===== config.mk =====
export PLATFORM = sky130hd
export DESIGN_NAME = acm_in_arbiter
export DESIGN_NICKNAME = d
export VERILOG_FILES = /design/src/rtl/acm_in_arbiter.sv
export SDC_FILE = /design/constraint.sdc
export NUM_CORES = 1
export LEC_CHECK = 0
export BUFFER_PORTS_ARGS = -buffer_cell sky130_fd_sc_hd__clkbuf_2
export CORE_AREA = 2 2 79 62
export CTS_CLUSTER_DIAMETER = 40
export CTS_CLUSTER_SIZE = 12
export DETAILED_ROUTE_END_ITERATION = 16
export DIE_AREA = 0 0 81 64
export PLACE_DENSITY = 0.71
export REMOVE_ABC_BUFFERS = 1
export SYNTH_ARGS = -nofsm -noshare
export SYNTH_HDL_FRONTEND = slang
export SYNTH_SLANG_ARGS = --single-unit
export TNS_END_PERCENT = 100

===== constraint.sdc =====
create_clock -name clk_usb -period 2.6 [get_ports clk_usb]
set_clock_uncertainty 0.15 [all_clocks]
set_input_delay 0.52 -clock clk_usb [delete_from_list [all_inputs] [get_ports clk_usb]]
set_output_delay 0.52 -clock clk_usb [all_outputs]
set_load 0.02 [all_outputs]

===== src/rtl/acm_in_arbiter.sv =====
// Round-robin merge of N_CH byte streams into the single muacm IN pipe, with
// optional channel header bytes, burst limiting and flush generation.
module acm_in_arbiter #(
    parameter int N_CH        = 2,
    parameter int MAX_BURST   = 64,
    parameter int TIMEOUT_CYC = 48000,
    parameter int HDR_EN      = 1
) (
    input  logic              clk_usb,
    input  logic              rst_usb,
    input  logic [8*N_CH-1:0] s_data,
    input  logic [N_CH-1:0]   s_valid,
    input  logic [N_CH-1:0]   s_last,
    output logic [N_CH-1:0]   s_ready,
    output logic [7:0]        m_data,
    output logic              m_last,
    output logic              m_valid,
    input  logic              m_ready,
    output logic              flush_now,
    output logic [2:0]        grant_ch,
    output logic              busy
);
    localparam int BW = $clog2(MAX_BURST + 1);
    localparam int IW = $clog2(TIMEOUT_CYC + 1);

    localparam logic [1:0] S_IDLE = 2'd0;
    localparam logic [1:0] S_HDR  = 2'd1;
    localparam logic [1:0] S_DATA = 2'd2;

    logic [1:0]    r_state;
    logic [2:0]    r_grant;
    logic [2:0]    r_last_grant;
    logic          r_armed;
    logic          r_end;
    logic [BW-1:0] r_cnt;
    logic [IW-1:0] r_idle;
    logic          r_unflushed;
    logic          r_flush;
    logic [7:0]    r_mdata;
    logic          r_mlast;
    logic          r_mvalid;

    logic          w_req;
    logic [2:0]    w_pick;
    logic [7:0]    w_sdata;
    logic          w_svalid;
    logic          w_slast;
    logic          w_others;
    logic          w_out_free;
    logic          w_open;
    logic          w_take;
    logic          w_m_fire;
    logic          w_preempt;
    logic [BW-1:0] w_cnt_inc;

    // Descending offsets so the channel nearest to last_grant+1 wins.
    always_comb begin
        w_req  = 1'b0;
        w_pick = '0;
        for (int i = N_CH - 1; i >= 0; i--) begin
            for (int c = 0; c < N_CH; c++) begin
                if (s_valid[c] && (c == (int'(r_last_grant) + 1 + i) % N_CH)) begin
                    w_req  = 1'b1;
                    w_pick = 3'(c);
                end
            end
        end
    end

    always_comb begin
        w_sdata  = '0;
        w_svalid = 1'b0;
        w_slast  = 1'b0;
        w_others = 1'b0;
        for (int c = 0; c < N_CH; c++) begin
            if (3'(c) == r_grant) begin
                w_sdata  = s_data[8*c +: 8];
                w_svalid = s_valid[c];
                w_slast  = s_last[c];
            end else if (s_valid[c]) begin
                w_others = 1'b1;
            end
        end
    end

    assign w_out_free = !r_mvalid || m_ready;
    assign w_open     = (r_state == S_DATA) && !r_end;
    assign w_take     = w_open && w_out_free && w_svalid;
    assign w_m_fire   = r_mvalid && m_ready;
    assign w_preempt  = w_open && !w_svalid && w_others;
    assign w_cnt_inc  = r_cnt + 1'b1;

    always_comb begin
        s_ready = '0;
        for (int c = 0; c < N_CH; c++) begin
            if (3'(c) == r_grant) s_ready[c] = w_open && w_out_free;
        end
    end

    // r_armed holds the FSM in IDLE for the first cycle after reset release.
    always_ff @(posedge clk_usb or posedge rst_usb) begin
        if (rst_usb) begin
            r_state      <= S_IDLE;
            r_grant      <= '0;
            r_last_grant <= 3'(N_CH - 1);
            r_armed      <= 1'b0;
            r_end        <= 1'b0;
            r_cnt        <= '0;
            r_mdata      <= '0;
            r_mlast      <= 1'b0;
            r_mvalid     <= 1'b0;
        end else begin
            r_armed <= 1'b1;
            if (w_m_fire) r_mvalid <= 1'b0;
            case (r_state)
                S_IDLE: begin
                    if (r_armed && w_req) begin
                        r_grant      <= w_pick;
                        r_last_grant <= w_pick;
                        r_cnt        <= '0;
                        r_end        <= 1'b0;
                        if (HDR_EN != 0) begin
                            r_state  <= S_HDR;
                            r_mvalid <= 1'b1;
                            r_mdata  <= 8'hC0 | {5'd0, w_pick};
                            r_mlast  <= 1'b0;
                        end else begin
                            r_state  <= S_DATA;
                        end
                    end
                end
                S_HDR: begin
                    if (m_ready) r_state <= S_DATA;
                end
                S_DATA: begin
                    if (w_take) begin
                        r_mvalid <= 1'b1;
                        r_mdata  <= w_sdata;
                        r_mlast  <= w_slast;
                        r_cnt    <= w_cnt_inc;
                        if (w_slast || w_cnt_inc == BW'(MAX_BURST)) r_end <= 1'b1;
                    end else if (w_preempt) begin
                        r_end <= 1'b1;
                    end
                    // Leave only once the final beat has drained from the output register.
                    if (r_end && w_out_free) r_state <= S_IDLE;
                end
                default: r_state <= S_IDLE;
            endcase
        end
    end

    // Explicit and timeout flushes share one register, so coincident causes give one pulse.
    always_ff @(posedge clk_usb or posedge rst_usb) begin
        if (rst_usb) begin
            r_flush     <= 1'b0;
            r_unflushed <= 1'b0;
            r_idle      <= '0;
        end else begin
            r_flush <= 1'b0;
            if (w_m_fire) begin
                r_idle      <= '0;
                r_unflushed <= !r_mlast;
                r_flush     <= r_mlast;
            end else if (r_unflushed) begin
                if (r_idle == IW'(TIMEOUT_CYC - 2)) begin
                    r_flush     <= 1'b1;
                    r_unflushed <= 1'b0;
                    r_idle      <= '0;
                end else begin
                    r_idle <= r_idle + 1'b1;
                end
            end
        end
    end

    assign m_data    = r_mdata;
    assign m_last    = r_mlast;
    assign m_valid   = r_mvalid;
    assign flush_now = r_flush;
    assign grant_ch  = r_grant;
    assign busy      = (r_state != S_IDLE);

endmodule


==> flow_summary.json <==
{
  "routed_wl_um": 4375,
  "syn_area_um2": 2133,
  "ir_drop_mv": 0.4234,
  "ctsResizeCount": 0,
  "cts.clk_slew.worst_paths_ps": 80,
  "layout-drive-gt1-share": 0.2164,
  "grt_overflow_total": 0,
  "synth_area_per_cell_um2": 9.357,
  "drt_iter0_drc": 112,
  "cp-end-kind": "output pin",
  "rsz0062_at_grt": "no",
  "ys_ff_latch": 41,
  "port_buffers": 37,
  "vias": 1725,
  "die_x_um": 81,
  "die_area_um2": 5184,
  "antenna_found_initial": 0,
  "final_max_slew_viol_count": 0,
  "postCtsSetupRepairBufs": 0,
  "fin_crit_sh": 0.8780,
  "grt_pass1_wl_um": 7659,
  "synth_warnings": 0,
  "power_density_nw_per_um2": 930.1,
  "synthTopCellsByArea": "dfrtp_1 (47%), nand2_1 (5.5%), xor2_1 (4.9%)",
  "grt_pass1_vias": 1692,
  "synth_edf_count": 0,
  "clock.fmax_ghz": 0.4381,
  "nets": 293,
  "hpwl_um": 3134,
  "critPathMaxFanout": 7,
  "initial_utilization": 0.4891,
  "slowest_stage": "dfrtp_1",
  "p_leak_nw": 1.185,
  "layout_commonest_cell": "dfrtp_1",
  "area_growth_pct": 17.01,
  "dr.pass1.iters": 4,
  "fp-row-count": 21,
  "clock-sinks": 41,
  "cts_root_buffer": "clkbuf_8",
  "place.gp.congestion": 0.8224,
  "cp.buffers_inverters": 1,
  "period_minus_slack_ps": 2283,
  "hold_viol": 0,
  "core_um2": 4362,
  "synth_ff_type": "dfrtp_1",
  "cp-start-kind": "flip-flop",
  "criticalPathCategory": "flip-flop to output pin",
  "slew-limit-headroom": 0.6517,
  "ios": 40,
  "hp-class": "input pin to async pin",
  "maxCapViolCount": 0,
  "timing.critical_path.slowest_cell_delay_ps": 410,
  "wl_per_cell_um": 13.46,
  "h-tree-depth": 2,
  "die_h_um": 64,
  "cts_tree": "built",
  "drc_errors": 0,
  "critPathRequiredTime_ps": 1930,
  "yosysSeqAreaShare": 0.4815,
  "synth_cells": 228,
  "clk_latency_ps": 300,
  "synthDistinctLibCells": 45,
  "track_usage": 0.1892,
  "cts_buffers": 5,
  "n_antenna_cell": 0,
  "yosysTopAreaCell": "dfrtp_1",
  "cts_max_path_buffers": 2,
  "worstPathCellList": "nand2b_1, nor4b_1, clkbuf_2",
  "cts_hold_buf": 0,
  "ant_nets": 0,
  "crit_family": "simple AND/OR/NAND/NOR gates",
  "grt_start_max_net_pins": 42,
  "final_cell_mix": "dfrtp_1 (40), clkbuf_2 (37), nand2_1 (31)",
  "setup_viol": 0,
  "synth_top_area_share": 0.4692,
  "outcome": "finished clean",
  "worstPathArrival_ps": 1610,
  "tightest_slew_ps": 522.5,
  "async_reset_ff_frac": 1.000,
  "setup_tns_ps": 0,
  "viasPerCell": 5.308,
  "fin_util": 0.5723
}
==> sequential cells by signal, indices dropped and copies added (netlist names) <==
signal        count
flush_now         1
grant_ch          1
m_data            8
m_last            1
m_valid           1
r_armed           1
r_cnt             7
r_end             1
r_idle           16
r_last_grant      1
r_state           2
r_unflushed       1
==> per-layer routing <==
metal  vias to the layer above  global-route usage  routed length [um]
met5                         -                   0                   0
met4                         0             0.06144                  42
met3                         7             0.03955                 178
met2                        45              0.2727                1824
met1                       798              0.2830                2329
li1                        875                   -                   -
==> stage by stage <==
| step | worst slack [ps] | std cells | power, mW | hold WS, ps | area, um2 |
|---|---|---|---|---|---|
| 2_1_floorplan | 233.1 | 217 | 1.508 | 286.1 | 2079 |
| 3_3_place_gp | 579.5 | 317 | 1.799 | 299.5 | 2381 |
| 3_5_place_dp | 492.5 | 317 | 1.819 | 304.9 | 2381 |
| 4_1_cts | 316.7 | 325 | 2.344 | 185.6 | 2496 |
| 5_1_grt | 227.6 | 325 | 2.510 | 224.5 | 2496 |
| 6_report | 317.2 | 325 | 2.322 | 166.4 | 2496 |
==> synthesized netlist by cell type, types with 2 or more instances <==
master and instances:
or3_1 4, buf_4 2, dfrtp_1 40, nor3_1 3, o31ai_1 7, a31oi_1 2, and4_1 2, or2_2 2
inv_1 4, nand2_1 31, nor2b_1 2, nand3_1 12, nor4b_1 3, xor2_1 12, a21oi_1 8, and3_1 6
conb_1 2, buf_2 3, mux2i_1 10, nor2_1 21, clkbuf_1 5, or4_1 2, o21ai_0 14, nand4_1 8
ha_1 3
==> worst paths after layout <==
kind,startpoint,slack (ps),cells past startpoint,to
worst min register to register,r_last_grant[0],320,2,r_last_grant[0]
min in group clk_usb,r_last_grant[0],320,2,r_last_grant[0]
max in group asynchronous,rst_usb,1760,3,r_cnt[4]
worst max register to register,r_idle[0],480,8,r_idle[11]
worst max-delay path,r_state[0],320,3,s_ready[1]
worst min-delay path,rst_usb,170,3,m_data[5]
==> worst reg2reg max path, cell delays in order (launching register included) <==
cell and delay [ps]:
dfrtp_1 420, inv_1 90, ha_1 160, nor4b_1 240, nand2_1 100, or3_1 430
o21ai_1 150, buf_4 200, nor2_1 70
==> cells by family (layout without fill, tap and decap cells) <==
logic type | count (synthesis) | after routing | share of synthesized area
simple gates | 106 | 106 | 0.2593
flops | 41 | 41 | 0.4815
compound gates | 36 | 36 | 0.09854
buf+inv | 16 | 55 | 0.03401
xor+xnor | 13 | 13 | 0.05337
mux | 11 | 11 | 0.05220
fa+ha+maj | 3 | 3 | 0.01760
other cells | 2 | 3 | 0.003520
==> report_power, final <==
part           switching [mW]  internal (mW)
Clock                   0.235          0.287
Combinational           0.524          0.318
Sequential              0.156          0.801
==> cell type report <==
cell class | count | area [um2]
sequential | 41 | 1027
clock buffer | 5 | 68.82
inverter | 4 | 15.01
timing repair buffer | 43 | 230.2
fill | 395 | 1866
tap | 57 | 71.32
multi-input combinational | 172 | 1037
clock inverter | 3 | 46.29
No activity file was read; power rests on OpenSTA's default activity.
